## src/rtl/bullet_pool_if.sv

```systemverilog
`default_nettype none
// +----------------------------------------------------------------------------+
// | bullet_pool_if : raster/keyboard/collision bundle for the bullet pool       |
// | Rev 1.0 - initial release                                                   |
// +----------------------------------------------------------------------------+
interface bullet_pool_if #(
   parameter int NUM_BULLETS = 4
) ();
   logic                   frame_tick;
   logic [7:0]             keycode;
   logic [9:0]             player_X;
   logic [NUM_BULLETS-1:0] hit;
   logic [9:0]             DrawX;
   logic [9:0]             DrawY;
   logic                   bullet_on;
   logic [2:0]             bullet_slot;
   logic [NUM_BULLETS-1:0] active_mask;
   logic                   fire_ack;

   modport master (
      output frame_tick, keycode, player_X, hit, DrawX, DrawY,
      input  bullet_on, bullet_slot, active_mask, fire_ack
   );

   modport slave (
      input  frame_tick, keycode, player_X, hit, DrawX, DrawY,
      output bullet_on, bullet_slot, active_mask, fire_ack
   );
endinterface
`default_nettype wire

```

## src/rtl/bullet_pool.sv

```systemverilog
`default_nettype none
// +----------------------------------------------------------------------------+
// | bullet_pool : multi-slot player projectile manager with fire cooldown,      |
// |               key re-arm, per-slot hit clear and 1-cycle pixel query       |
// | Rev 1.0 - initial release                                                   |
// +----------------------------------------------------------------------------+
module bullet_pool #(
   parameter int         NUM_BULLETS = 4,
   parameter logic [9:0] SPAWN_Y     = 10'd420,
   parameter logic [9:0] SPEED       = 10'd4,
   parameter logic [9:0] BULLET_W    = 10'd2,
   parameter logic [9:0] BULLET_H    = 10'd8,
   parameter logic [5:0] COOLDOWN    = 6'd12,
   parameter logic [7:0] FIRE_KEY    = 8'h2C
) (
   input  wire logic     Clk,
   input  wire logic     Reset,
   bullet_pool_if.slave  bus
);

   logic [NUM_BULLETS-1:0] active_q, active_d;
   logic [9:0]             x_q [NUM_BULLETS];
   logic [9:0]             x_d [NUM_BULLETS];
   logic [9:0]             y_q [NUM_BULLETS];
   logic [9:0]             y_d [NUM_BULLETS];
   logic [5:0]             cool_q, cool_d;
   logic                   armed_q, armed_d;
   logic                   fire_ack_q, fire_ack_d;
   logic                   on_q, on_d;
   logic [2:0]             slot_q, slot_d;

   logic [2:0]             free_idx;
   logic                   any_free;
   logic                   fire;

   always_comb begin
      free_idx = 3'd0;
      any_free = 1'b0;
      for (int i = NUM_BULLETS - 1; i >= 0; i--) begin
         if (!active_q[i]) begin
            free_idx = 3'(i);
            any_free = 1'b1;
         end
      end

      fire = bus.frame_tick && (bus.keycode == FIRE_KEY) && armed_q &&
             (cool_q == 6'd0) && any_free;

      active_d = active_q;
      x_d      = x_q;
      y_d      = y_q;
      // Free-slot choice uses pre-update state, so a slot cleared this cycle cannot respawn yet
      for (int i = 0; i < NUM_BULLETS; i++) begin
         if (active_q[i]) begin
            if (bus.hit[i]) begin
               active_d[i] = 1'b0;
            end else if (bus.frame_tick) begin
               if (y_q[i] < SPEED) begin
                  active_d[i] = 1'b0;
               end else begin
                  y_d[i] = y_q[i] - SPEED;
               end
            end
         end else if (fire && (free_idx == 3'(i))) begin
            active_d[i] = 1'b1;
            x_d[i]      = bus.player_X;
            y_d[i]      = SPAWN_Y;
         end
      end

      cool_d = cool_q;
      if (fire) begin
         cool_d = COOLDOWN;
      end else if (bus.frame_tick && (cool_q != 6'd0)) begin
         cool_d = cool_q - 6'd1;
      end

      armed_d = armed_q;
      if (fire) begin
         armed_d = 1'b0;
      end else if (bus.keycode != FIRE_KEY) begin
         armed_d = 1'b1;
      end

      fire_ack_d = fire;

      on_d   = 1'b0;
      slot_d = 3'd0;
      for (int i = NUM_BULLETS - 1; i >= 0; i--) begin
         if (active_q[i] &&
             (bus.DrawX >= x_q[i]) &&
             ({1'b0, bus.DrawX} < ({1'b0, x_q[i]} + {1'b0, BULLET_W})) &&
             (bus.DrawY >= y_q[i]) &&
             ({1'b0, bus.DrawY} < ({1'b0, y_q[i]} + {1'b0, BULLET_H}))) begin
            on_d   = 1'b1;
            slot_d = 3'(i);
         end
      end
   end

   always_ff @(posedge Clk or posedge Reset) begin
      if (Reset) begin
         active_q   <= '0;
         for (int i = 0; i < NUM_BULLETS; i++) begin
            x_q[i] <= 10'd0;
            y_q[i] <= 10'd0;
         end
         cool_q     <= 6'd0;
         armed_q    <= 1'b1;
         fire_ack_q <= 1'b0;
         on_q       <= 1'b0;
         slot_q     <= 3'd0;
      end else begin
         active_q   <= active_d;
         x_q        <= x_d;
         y_q        <= y_d;
         cool_q     <= cool_d;
         armed_q    <= armed_d;
         fire_ack_q <= fire_ack_d;
         on_q       <= on_d;
         slot_q     <= slot_d;
      end
   end

   assign bus.active_mask = active_q;
   assign bus.fire_ack    = fire_ack_q;
   assign bus.bullet_on   = on_q;
   assign bus.bullet_slot = slot_q;

endmodule
`default_nettype wire
```

## src/flat_wrapper.sv

```systemverilog
// flat-port wrapper written by rule: the top's interface ports become plain ports
module bullet_pool_flat 
#(
   parameter int         NUM_BULLETS = 4,
   parameter logic [9:0] SPAWN_Y     = 10'd420,
   parameter logic [9:0] SPEED       = 10'd4,
   parameter logic [9:0] BULLET_W    = 10'd2,
   parameter logic [9:0] BULLET_H    = 10'd8,
   parameter logic [5:0] COOLDOWN    = 6'd12,
   parameter logic [7:0] FIRE_KEY    = 8'h2C
)
  (Clk, Reset, bus_frame_tick, bus_keycode, bus_player_X, bus_hit, bus_DrawX, bus_DrawY, bus_bullet_on, bus_bullet_slot, bus_active_mask, bus_fire_ack);
  bullet_pool_if #(.NUM_BULLETS(NUM_BULLETS)) bus_i ();
  input  wire logic Clk;
  input  wire logic Reset;
  input wire logic [$bits(bus_i.frame_tick)-1:0] bus_frame_tick;
  input wire logic [$bits(bus_i.keycode)-1:0] bus_keycode;
  input wire logic [$bits(bus_i.player_X)-1:0] bus_player_X;
  input wire logic [$bits(bus_i.hit)-1:0] bus_hit;
  input wire logic [$bits(bus_i.DrawX)-1:0] bus_DrawX;
  input wire logic [$bits(bus_i.DrawY)-1:0] bus_DrawY;
  output wire logic [$bits(bus_i.bullet_on)-1:0] bus_bullet_on;
  output wire logic [$bits(bus_i.bullet_slot)-1:0] bus_bullet_slot;
  output wire logic [$bits(bus_i.active_mask)-1:0] bus_active_mask;
  output wire logic [$bits(bus_i.fire_ack)-1:0] bus_fire_ack;
  assign bus_i.frame_tick = bus_frame_tick;
  assign bus_i.keycode = bus_keycode;
  assign bus_i.player_X = bus_player_X;
  assign bus_i.hit = bus_hit;
  assign bus_i.DrawX = bus_DrawX;
  assign bus_i.DrawY = bus_DrawY;
  assign bus_bullet_on = bus_i.bullet_on;
  assign bus_bullet_slot = bus_i.bullet_slot;
  assign bus_active_mask = bus_i.active_mask;
  assign bus_fire_ack = bus_i.fire_ack;
  bullet_pool #(.NUM_BULLETS(NUM_BULLETS), .SPAWN_Y(SPAWN_Y), .SPEED(SPEED), .BULLET_W(BULLET_W), .BULLET_H(BULLET_H), .COOLDOWN(COOLDOWN), .FIRE_KEY(FIRE_KEY)) u_core (.Clk(Clk), .Reset(Reset), .bus(bus_i));
endmodule
```

## config.mk

```make
export PLATFORM = sky130hd
export DESIGN_NAME = bullet_pool_flat
export DESIGN_NICKNAME = d
export VERILOG_FILES = /design/src/rtl/bullet_pool_if.sv /design/src/rtl/bullet_pool.sv /design/src/flat_wrapper.sv
export SDC_FILE = /design/constraint.sdc
export NUM_CORES = 1
export LEC_CHECK = 0
export ABC_AREA = 1
export BUFFER_PORTS_ARGS = -buffer_cell sky130_fd_sc_hd__buf_2
export CAP_MARGIN = 25
export CORE_UTILIZATION = 65
export DETAILED_ROUTE_END_ITERATION = 12
export GPL_TIMING_DRIVEN = 0
export PLACE_DENSITY = 0.85
export SYNTH_ARGS = -nofsm -noshare
export SYNTH_HDL_FRONTEND = slang
export SYNTH_SLANG_ARGS = --single-unit
```

## constraint.sdc

```tcl
create_clock -name Clk -period 5.71 [get_ports Clk]
set_input_delay 1.142 -clock Clk [delete_from_list [all_inputs] [get_ports Clk]]
set_output_delay 1.142 -clock Clk [all_outputs]
set_load 0.01 [all_outputs]
```

==> qor.yml <==
status:
  outcome: "complete, no violations"
clock_network:
  path_clk_slew_ns: 0.06
  cts_tree: "done"
  clock_sinks: 87
  htreeDepth: 3
  postCtsSetupBuffers: 0
  cts_hold_buf: 0
  root_buffer: "clkbuf_16"
  numCtsBuffers: 9
  cts_buffer_depth: 2
  clock_latency_ns: 0.36
  cts-resized-gates: 0
die:
  ioPinCount: 54
  rows: 41
  fp.dieH_um: 116
  die_x_um: 116
  core_area_um2: 12700
  die-area_um2: 13600
  initial_core_util: 0.671
worst_setup_path:
  cp_common_cell: "nand2_1"
  slowest_stage: "dfrtp_1"
  crit_chain: "inv_1, nor3_1, nand2_1, xor2_1, ha_1, a21o_1, nor2_1, nand2_1, nand2_1, nand2_1, nand2_1, nand2_1, nor2_1, nand2_1, nand2_1, inv_1, nor2_1"
  end_kind: "flop"
  start_kind: "flop"
  cp_data_arrival_time_ns: 2.93
  crit_type: "reg -> reg"
  crit_required_ns: 5.96
  cpPeakStageDelay_ns: 0.44
  cp.buffers_inverters: 2
  cp_top_family: "simple AND/OR/NAND/NOR gates"
  cp_max_fo: 5
layout:
  nets: 1421
  area.growth.synth_to_final_pct: 9.60
  n_antenna_cell: 0
  fill_cells: 1015
  drive_above_1_share: 0.0980
  final-instance-count-excl-fill: 1396
  utilization: 0.736
synthesis:
  netlist_area_um2: 8510
  synth-seq-cells: 87
  syn_inst: 1157
  async_flop_share: 1.00
  synthesis.nets: 1359
  yosysUniqueCellTypes: 42
  synth_edf_count: 0
  ys_seq_area_frac: 0.256
  avgSynthCellArea_um2: 7.35
  yosysWarnings: 0
  synthFlopType: "dfrtp_1"
timing:
  rsz0062_at_grt: "no"
  fin_tns_setup_ns: 0
  post-route-period-util: 0.468
  post-route-min-period_ns: 2.67
  tightest_slew_ns: 0.583
  hold_viol: 0
  maxSlewHeadroom: 0.607
  maxSlewViolCount: 0
  setup-violations-final: 0
  max_freq_mhz: 374
  finalClockSkew_ns: 0.00636
pwr:
  p_leak_nw: 4.78
  p_per_area_nw_per_um2: 203
  ir_drop_uv: 152
  p_total_w: 0.00190
drt:
  totalWireLength_um: 20100
  antenna_left: 0
  vias: 7605
  drcViolationCount: 0
  wl_per_cell_um: 14.4
  first_iter_violations: 498
  first_pass_iters: 7
  routed_via_density: 5.45
place:
  port_buffers: 50
  gp_congestion: 0.872
  hpwlAfterDp_um: 15600
  place_inst: 1380
grt:
  grt_pass1_wl_um: 34000
  grt_pass1_vias: 7289
  antenna_found_initial: 0
  grt_max_degree: 71
  grt_overflow: 0
  track_usage: 0.322
run:
  drv_cap: 0
min_path:
  hp-class: "reg -> reg"
[Yosys cell counts (4+ instances only)]
cell type / number / area share
inv_2: 5 / 0.0022
o211ai_1: 6 / 0.0053
o31ai_1: 4 / 0.0035
nand4_1: 20 / 0.015
o21ai_1: 11 / 0.0065
ha_1: 157 / 0.23
a21oi_1: 50 / 0.029
buf_2: 6 / 0.0035
buf_6: 4 / 0.0053
o21ai_0: 73 / 0.043
nand2_1: 264 / 0.12
nand2_2: 4 / 0.0029
o21ai_2: 12 / 0.012
or2_2: 4 / 0.0029
a21o_1: 4 / 0.0035
inv_1: 171 / 0.075
nand3_1: 59 / 0.035
nor3_2: 5 / 0.0059
dfrtp_1: 86 / 0.25
xor2_1: 50 / 0.051
nor3_1: 25 / 0.015
nand3b_1: 4 / 0.0035
nor2_1: 93 / 0.041
clkbuf_1: 4 / 0.0018
xnor2_1: 8 / 0.0082
[worst paths after layout]
path | startpoint | end | slack [ns] | depth (start not counted)
min in group asynchronous | Reset | u_core.cool_q[3]$_DFFE_PP0P_ | 0.72 | 2
max in group asynchronous | Reset | u_core.y_q[23]$_DFFE_PP0P_ | 4.36 | 3
setup reg to reg | u_core.x_q[3]$_DFFE_PP0P_ | u_core.bus.bullet_slot[1]$_DFF_PP0_ | 3.04 | 17
hold reg to reg | u_core.y_q[2]$_DFFE_PP0P_ | u_core.y_q[2]$_DFFE_PP0P_ | 0.49 | 2
hold / removal | u_core.y_q[2]$_DFFE_PP0P_ | u_core.y_q[2]$_DFFE_PP0P_ | 0.49 | 2
setup / recovery | u_core.x_q[3]$_DFFE_PP0P_ | u_core.bus.bullet_slot[1]$_DFF_PP0_ | 3.04 | 17
[tightest hold or removal path: stages, from the launching register on]
cell and delay [ns]:
dfrtp_1 0.35, nand2_1 0.05, nand2_1 0.05
[through the flow]
step	setup slack (ns)	hold slack, ns	instance area [um^2]
floorplan	2.32	0.449	8510
finish	3.04	0.490	9330
detailed placement	2.81	0.470	9000
global placement	1.17	0.464	8970
CTS	3.10	0.490	9330
global route	2.79	0.496	9330
[report_power, final]
group | internal, W | total (W) | leakage, nW | switching [W]
Combinational | 0.000211 | 0.000539 | 3.50 | 0.000328
Clock | 0.000387 | 0.000642 | 0.155 | 0.000254
Sequential | 0.000666 | 0.000717 | 1.12 | 0.0000509
[metal layers]
| metal | wire length (um) | vias to the layer above | GRT usage |
|---|---|---|---|
| met2 | 9500 | 183 | 0.544 |
| met4 | 458 | 0 | 0.108 |
| li1 | - | 3897 | - |
| met5 | 0 | - | 0 |
| met1 | 9280 | 3481 | 0.412 |
| met3 | 829 | 44 | 0.0623 |
[layout make-up]
class                      count  area, um^2  share of cell area
multi-input combinational    876        5560               0.596
sequential                    87        2180               0.234
inverter                     178         672              0.0721
clock buffer                  14         284              0.0305
timing repair buffer          51         278              0.0298
tap                          172         215              0.0231
buffer                        16         105              0.0113
clock inverter                 2        37.5             0.00403
[flip-flops by register name (all words and copies together), names as in the netlist]
signal / count
u_core.bus.active_mask: 4
u_core.x_q: 40
u_core.bus.fire_ack: 1
u_core.y_q: 32
u_core.armed_q: 1
u_core.cool_q: 6
u_core.bus.bullet_on: 1
u_core.bus.bullet_slot: 2
[cell usage in the layout (no fill, tap or decap), types with 6 or more instances in the layout]
master     synthesis  layout
nor2_1            93      93
nand3_1           59      59
o21ai_2           12      12
inv_1            171     170
xnor2_1            8       8
a21oi_1           50      50
o21ai_0           73      73
dfrtp_1           86      86
o21ai_1           11      11
nand4_1           20      20
buf_2              6      56
xor2_1            50      50
o211ai_1           6       6
nand2_1          264     264
clkbuf_16          0       9
ha_1             157     157
nor3_1            25      25
[logic make-up after synthesis]
kind of cell	Yosys count	synth area share
and+or+nand+nor	487	0.247
AOI/OAI and AO/OA	173	0.115
DFF	87	0.256
buffers and inverters	194	0.0910
other	1	0.000441
adders and majority gates	157	0.231
xor gates and xnor gates	58	0.0597
Note: power is estimated with default switching activity, not from simulation.
